File: src/rtl/seg7_scan_mux.sv
// rtl/seg7_scan_mux.sv - time-multiplexed 7-segment scanner with per-frame snapshot and inter-digit blanking
// Optional: define SEG7_SCAN_DIM_EN to add brightness_i PWM dimming during DRIVE.
module seg7_scan_mux #(
    parameter int NUM_OF_DISPLAYS = 6,
    parameter int SCAN_DIV        = 1000,
    parameter int BLANK_CYCLES    = 4
) (
    input  logic                               clk_i,
    input  logic                               rst_ni,
    input  logic                               en_i,
`ifdef SEG7_SCAN_DIM_EN
    input  logic [3:0]                         brightness_i,
`endif
    input  logic [NUM_OF_DISPLAYS*8-1:0]       seg7_i,
    output logic [NUM_OF_DISPLAYS-1:0]         an_o,
    output logic [7:0]                         seg_o,
    output logic [$clog2(NUM_OF_DISPLAYS)-1:0] digit_o,
    output logic                               frame_o
);

    localparam int DW = $clog2(NUM_OF_DISPLAYS);
    localparam int TW = $clog2(SCAN_DIV);
    localparam logic [TW-1:0] T_LAST       = TW'(SCAN_DIV - 1);
    localparam logic [TW-1:0] T_BLANK_LAST = TW'(BLANK_CYCLES - 1);
    localparam logic [DW-1:0] D_LAST       = DW'(NUM_OF_DISPLAYS - 1);

    typedef enum logic [1:0] {S_IDLE, S_BLANK, S_DRIVE} state_t;
    localparam state_t S_FIRST = (BLANK_CYCLES == 0) ? S_DRIVE : S_BLANK;

    state_t                       state_q;
    logic [DW-1:0]                digit_q;
    logic [TW-1:0]                timer_q;
    logic [NUM_OF_DISPLAYS*8-1:0] snap_q;
    logic [NUM_OF_DISPLAYS-1:0]   an_q, an_d;
    logic [7:0]                   seg_q, seg_d;
    logic                         frame_q;
    logic                         lit_d;

`ifdef SEG7_SCAN_DIM_EN
    logic [3:0] pwm_q;
    assign lit_d = (brightness_i == 4'hF) || (pwm_q < brightness_i);
`else
    assign lit_d = 1'b1;
`endif

    // Outputs follow the registered state one cycle later; en_i low blanks at once.
    always_comb begin
        an_d  = '1;
        seg_d = 8'hFF;
        if (en_i && state_q == S_DRIVE) begin
            seg_d = ~snap_q[int'(digit_q)*8 +: 8];
            if (lit_d) begin
                an_d[digit_q] = 1'b0;
            end
        end
    end

    always_ff @(posedge clk_i) begin
        if (!rst_ni) begin
            state_q <= S_IDLE;
            digit_q <= '0;
            timer_q <= '0;
            snap_q  <= '0;
            an_q    <= '1;
            seg_q   <= 8'hFF;
            frame_q <= 1'b0;
`ifdef SEG7_SCAN_DIM_EN
            pwm_q   <= '0;
`endif
        end else begin
            an_q    <= an_d;
            seg_q   <= seg_d;
            frame_q <= 1'b0;
            if (!en_i) begin
                state_q <= S_IDLE;
                digit_q <= '0;
                timer_q <= '0;
            end else begin
                case (state_q)
                    S_IDLE: begin
                        snap_q  <= seg7_i;
                        digit_q <= '0;
                        timer_q <= '0;
                        frame_q <= 1'b1;
                        state_q <= S_FIRST;
`ifdef SEG7_SCAN_DIM_EN
                        pwm_q   <= '0;
`endif
                    end
                    S_BLANK: begin
                        timer_q <= timer_q + 1'b1;
                        if (timer_q == T_BLANK_LAST) begin
                            state_q <= S_DRIVE;
`ifdef SEG7_SCAN_DIM_EN
                            pwm_q   <= '0;
`endif
                        end
                    end
                    S_DRIVE: begin
`ifdef SEG7_SCAN_DIM_EN
                        pwm_q <= pwm_q + 1'b1;
`endif
                        if (timer_q == T_LAST) begin
                            timer_q <= '0;
                            state_q <= S_FIRST;
`ifdef SEG7_SCAN_DIM_EN
                            pwm_q   <= '0;
`endif
                            if (digit_q == D_LAST) begin
                                digit_q <= '0;
                                snap_q  <= seg7_i;
                                frame_q <= 1'b1;
                            end else begin
                                digit_q <= digit_q + 1'b1;
                            end
                        end else begin
                            timer_q <= timer_q + 1'b1;
                        end
                    end
                    default: state_q <= S_IDLE;
                endcase
            end
        end
    end

    assign an_o    = an_q;
    assign seg_o   = seg_q;
    assign digit_o = digit_q;
    assign frame_o = frame_q;

endmodule

File: config.mk
export PLATFORM = sky130hd
export DESIGN_NAME = seg7_scan_mux
export DESIGN_NICKNAME = d
export VERILOG_FILES = /design/src/rtl/seg7_scan_mux.sv
export SDC_FILE = /design/constraint.sdc
export NUM_CORES = 1
export LEC_CHECK = 0
export BUFFER_PORTS_ARGS = -buffer_cell sky130_fd_sc_hd__clkbuf_2
export CAP_MARGIN = 10
export CORE_UTILIZATION = 40
export DETAILED_ROUTE_END_ITERATION = 16
export PLACE_DENSITY = 0.67
export SETUP_SLACK_MARGIN = 0.1
export SYNTH_ARGS = -nofsm -noshare
export SYNTH_HDL_FRONTEND = slang
export SYNTH_SLANG_ARGS = --single-unit
File: constraint.sdc
create_clock -name clk_i -period 3.9 [get_ports clk_i]
set_input_delay 0.39 -clock clk_i [delete_from_list [all_inputs] [get_ports clk_i]]
set_output_delay 0.39 -clock clk_i [all_outputs]
set_load 0.01 [all_outputs]
* Yosys cells after proc, flatten, opt, wreduce, memory -nomap -nowiden
Cells that the tools add are included.
** Operators by class
- Add/sub/neg operators :: 2
- $lt $le $gt $ge :: 2
- Equality and inequality tests :: 8
- Shifts and indexed selects :: 1
- Muxes and demuxes :: 16
- Bitwise operators :: 2
- Reduce and logical (&&, ||, !) cells :: 10
** Operators with widths (count)
- $mux 48 :: 2
- $pmux 48 s2 :: 1
- $shiftx 48x7->8 :: 1
- $pmux 10 s3 :: 1
- $add 10x1->10 const B :: 1
- $eq 10x10->1 const B :: 1
- $eq 10x2->1 const B :: 1
- $mux 10 :: 1
- $not 8->8 :: 1
- $reduce_and 2->1 :: 4
- $mux 3 :: 2
- $not 6->6 :: 1
- $pmux 2 s3 :: 1
- $pmux 3 s2 :: 1
- $lt 3x4->1 const B :: 1
- $mux 2 :: 2
- $ne 2x1->1 const B :: 2
- $reduce_and 4->1 :: 1
- $add 3x1->3 const B :: 1
- $demux 1 s3 :: 1
- $eq 3x3->1 const B :: 1
- $ge 3x1->1 const B :: 1
- $mux 1 :: 3
- $reduce_bool 3->1 :: 1
- other kinds (7) :: 8
** Word-level totals
- Register bits after elaboration :: 78
- Bits of input ports :: 51
- Output and inout port bits :: 18
- Logic and storage cells :: 48

* Longest topological paths before layout
- Depth after elaboration :: 5
- Gate-level depth with buffers :: 9
- Depth with buffers taken out :: 6

* Least setup slack after synthesis
OpenSTA, ideal clock, no wires.
- Kind :: reg-to-reg
- Start point :: reg timer_q[0]
- End point :: reg timer_q[2]
- Library setup time :: 0.132 ns
- Arrival time :: 1.787 ns
- Required time :: 3.768 ns
- Path slack :: 1.981 ns
- Cell stages (with the launch flop) :: 7
- Buffers on the path :: 1
- Clock period less this slack :: 1.919 ns
- Cells stage by stage :: dfxtp_1 ha_1 or3b_1 buf_2 or4_1 a21oi_2 nor3_1
** Between the ends
- Word-level cells in the longest chain between the ends :: 3
- Elaborated cells between the ends (all ways) :: 4
- Classes of those cells :: add/sub: 1; eq/ne: 1; mux: 2
** Ends and longest elaborated chain
- from (decl) :: line 32 : logic [TW-1:0] timer_q;
- from (signal assigned) :: line 91 : timer_q <= timer_q + 1'b1;
- from (signal assigned) :: line 117 : timer_q <= timer_q + 1'b1;
- $add 10x1->10 or $eq 10x10->1 (tied branches) :: line 91, 117, 103
- $mux 10 :: line 103 : if (timer_q == T_LAST) begin
- $pmux 10 s3 (*) :: line 79 : case (state_q)
Mark *: on every way between the ends. The rest lies on a longest branch, timed or not.
A chain may end at the register's enable or synchronous reset.

* Worst setup path in the final report
- Start point :: reg timer_q[0]
- End point :: reg snap_q[15]
** Between the ends
- Word-level cells in the longest chain between the ends :: 3
** Ends and longest elaborated chain
- $eq 10x10->1 :: line 103
- $ne 2x1->1 (no source line)
- $reduce_and 4->1 (no source line)
- to (signal assigned) :: line 81 : snap_q <= seg7_i;
- to (signal assigned) :: line 111 : snap_q <= seg7_i;
- to (decl) :: line 33 : logic [NUM_OF_DISPLAYS*8-1:0] snap_q;
No other way between the ends.

==> flow_metrics.tcl <==
set metrics [dict create \
    outcome "finished, final reports clean" \
    detail_route.first_pass.iterations 5 \
    highest_net_fanout_along_the_worst_path 96 \
    slew_headroom_pct 20.5 \
    worst_slew_pin_slew_ns 1.19 \
    report.final.slew_viol_count 0 \
    dpl_worst_slack_ns 1.46 \
    max_cap_violations 0 \
    hp-class "in -> reg" \
    syn-instance-count 532 \
    detail_route.drc_violations 0 \
    post-cts-setup-buffers 0 \
    post-layout-total-power_mw 1.94 \
    cts_tree "done" \
    grt_total_ovfl 0 \
    synth.cells.most_frequent "sky130_fd_sc_hd__nand4_1 (145), sky130_fd_sc_hd__dfxtp_1 (78), sky130_fd_sc_hd__nand4b_1 (52)" \
    setup_total_negative_slack_ns 0 \
    fill_cells 1064 \
    number_of_rows_in_the_core_area 38 \
    gp_congestion 0.778 \
    netlist.area_leader.share_pct 33.7 \
    synth.distinct_cells 39 \
    cts_resized 0 \
    die-height_um 110 \
    critPathRequiredTime_ns 4.11 \
    worst_slack_ns 1.43 \
    ys_top_cells_by_area "sky130_fd_sc_hd__dfxtp_1 (34%), sky130_fd_sc_hd__nand4_1 (20%), sky130_fd_sc_hd__nand4b_1 (9.8%), sky130_fd_sc_hd__nand3b_1 (8.1%), sky130_fd_sc_hd__clkbuf_1 (4.0%)" \
    worstSetupStartpointType "register" \
    global_route_wire_length_before_repair_mm 20.3 \
    finalHoldViolations 0 \
    grt_max_degree 109 \
    grt_pass1_vias 4000 \
    most_instantiated_library_cell_after_synthesis "sky130_fd_sc_hd__nand4_1" \
    clock_tree.buffer_depth 2 \
    antenna_found_initial 0 \
    worstSkewPairLatency_ns 0.34 \
    hold_buffers 0 \
    fin_crit_sh_pct 63.4 \
    routed_via_density 6.52 \
    i_o_pin_count 69 \
    critPathCaptureType "register" \
    floorplan.initialDensity_pct 41.8 \
    synth.ff_latch_count 78 \
    areaGrowthSynthToFinish_pct 11.8 \
    detailroute.via_count 4487 \
    multi_input_comb_area_um2 2700 \
    power_per_unit_of_standard_cell_area_nw_per_um2 375 \
    synth_seq_area_share_pct 33.7 \
    final_design_area_no_fill_um2 5180 \
    antenna_cells_inserted 0 \
    final_number_of_setup_violating_endpoints 0 \
    ant_nets 0 \
    placeableCoreArea_um2 11100 \
    die_area_um2 12000 \
    yosys_warning_count 0 \
    detail_route.iter0.violations 487 \
    critPathKind "reg -> reg" \
    layout.core_utilization_pct 46.7 \
    finalWirelength_mm 12.3 \
    finClkSkew_ns 0.00853 \
    synth_area_um2 4630 \
    dp.final_hpwl_mm 7.66 \
    numClockSinks 78 \
    achievable-frequency_mhz 404 \
    ys.flop_type "sky130_fd_sc_hd__dfxtp_1" \
    regArea_um2 1560 \
    groute.usage.overall_pct 21.4 \
    cts_max_level 3 \
    postSynthNetCount 588 \
    root_buffer "sky130_fd_sc_hd__clkbuf_16" \
    final_worst_path_period_need_ns 2.47 \
    avgRoutedWirePerCell_um 17.9 \
    die_width_um 110 \
    clk_pin_slew_ns 0.06 \
    drive_above_1_share_pct 18.8 \
    synthesis.area_per_instance_um2 8.70 \
    crit_arrival_ns 2.69 \
    placed_cell_area_um2 4870 \
    port_buffers 68 \
    asyncSetResetFlopFracSynth_pct 0 \
    rsz0062_at_grt "false" \
    num-nets-final 599 \
    synth_enable_flop_cells 0 \
    leakage_nw 1.81 \
    netlist.top_cell.by_area "sky130_fd_sc_hd__dfxtp_1" \
    maximum_vdd_drop_uv 237 \
    numCtsBuffers 9 \
]
through the flow:
stage / hold slack, ns / instances
2_1_floorplan: 0.476 / 532
3_3_place_gp: 0.488 / 672
3_5_place_dp: 0.513 / 672
4_1_cts: 0.308 / 688
5_1_grt: 0.329 / 688
6_report: 0.313 / 688
kinds of logic (layout without fill, tap and decap cells):
kind of cell / Yosys count / in the layout / synth area share (%)
compound gates: 27 / 27 / 4.14
mux: 18 / 18 / 6.05
flops: 78 / 78 / 33.7
xor+xnor: 5 / 5 / 0.946
simple gates: 314 / 314 / 45.7
fa+ha+maj: 5 / 5 / 1.35
buf+inv: 85 / 101 / 8.08
power by group:
group / switching [mW] / leakage [nW] / internal, mW
Sequential: 0.0312 / 0.638 / 0.836
Combinational: 0.123 / 1.03 / 0.0741
Clock: 0.346 / 0.144 / 0.530
cell usage in the layout (no fill, tap or decap), types with 3 or more instances in the layout:
| cell type | Yosys | final |
|---|---|---|
| sky130_fd_sc_hd__and3_1 | 4 | 4 |
| sky130_fd_sc_hd__ha_1 | 5 | 5 |
| sky130_fd_sc_hd__nand2b_1 | 3 | 3 |
| sky130_fd_sc_hd__nand3b_1 | 50 | 50 |
| sky130_fd_sc_hd__or4_1 | 3 | 3 |
| sky130_fd_sc_hd__mux2i_1 | 10 | 10 |
| sky130_fd_sc_hd__nor3_1 | 11 | 11 |
| sky130_fd_sc_hd__nand4b_1 | 52 | 52 |
| sky130_fd_sc_hd__inv_1 | 12 | 12 |
| sky130_fd_sc_hd__nor2_1 | 6 | 6 |
| sky130_fd_sc_hd__xnor2_1 | 3 | 3 |
| sky130_fd_sc_hd__clkbuf_16 | 0 | 9 |
| sky130_fd_sc_hd__nand2_1 | 19 | 19 |
| sky130_fd_sc_hd__nand4_1 | 145 | 145 |
| sky130_fd_sc_hd__o22ai_1 | 8 | 8 |
| sky130_fd_sc_hd__nand3_1 | 6 | 6 |
| sky130_fd_sc_hd__clkbuf_2 | 0 | 66 |
| sky130_fd_sc_hd__a21oi_1 | 5 | 5 |
| sky130_fd_sc_hd__a211o_1 | 3 | 3 |
| sky130_fd_sc_hd__buf_4 | 0 | 7 |
| sky130_fd_sc_hd__mux4_2 | 8 | 8 |
| sky130_fd_sc_hd__nor4_1 | 5 | 5 |
| sky130_fd_sc_hd__clkinvlp_4 | 0 | 3 |
| sky130_fd_sc_hd__dfxtp_1 | 78 | 78 |
critical path, cell delays in order (launching register included):
cell	delay (ns)
sky130_fd_sc_hd__dfxtp_1	0.39
sky130_fd_sc_hd__ha_1	0.25
sky130_fd_sc_hd__or3b_1	0.52
sky130_fd_sc_hd__nor4_4	0.18
sky130_fd_sc_hd__buf_4	0.67
sky130_fd_sc_hd__nand4b_1	0.21
sky130_fd_sc_hd__nand4_1	0.10
routing by layer:
| layer | global-route usage [%] | up-vias | part of all wire [%] |
|---|---|---|---|
| met4 | 7.24 | 0 | 1.6 |
| met1 | 29.3 | 2211 | 46 |
| li1 | - | 2134 | - |
| met5 | 0 | - | 0 |
| met2 | 33.8 | 127 | 47 |
| met3 | 3.97 | 15 | 5.2 |
registers in the layout, indices dropped and copies added (netlist names):
signal / flops
state_q: 2
an_o: 6
snap_q: 48
seg_o: 8
digit_o: 3
frame_o: 1
timer_q: 10
worst paths after layout:
| kind | startpoint | end | slack (ns) | cells after the start |
|---|---|---|---|---|
| min | seg7_i[32] | snap_q[32]$_SDFFE_PN0P_ | 0.31 | 3 |
| max | timer_q[0]$_SDFFE_PN0P_ | snap_q[15]$_SDFFE_PN0P_ | 1.43 | 6 |
| max reg2reg | timer_q[0]$_SDFFE_PN0P_ | snap_q[15]$_SDFFE_PN0P_ | 1.43 | 6 |
| min reg2reg | timer_q[1]$_SDFFE_PN0P_ | timer_q[1]$_SDFFE_PN0P_ | 0.52 | 2 |
final cells by class:
cell class	count	area share, %
clock inverter	5	1.11
tap	140	3.38
clock buffer	11	4.88
inverter	12	0.870
sequential	78	30.2
multi-input combinational	369	52.2
timing repair buffer	73	7.40
(Power assumes the default switching activity.)
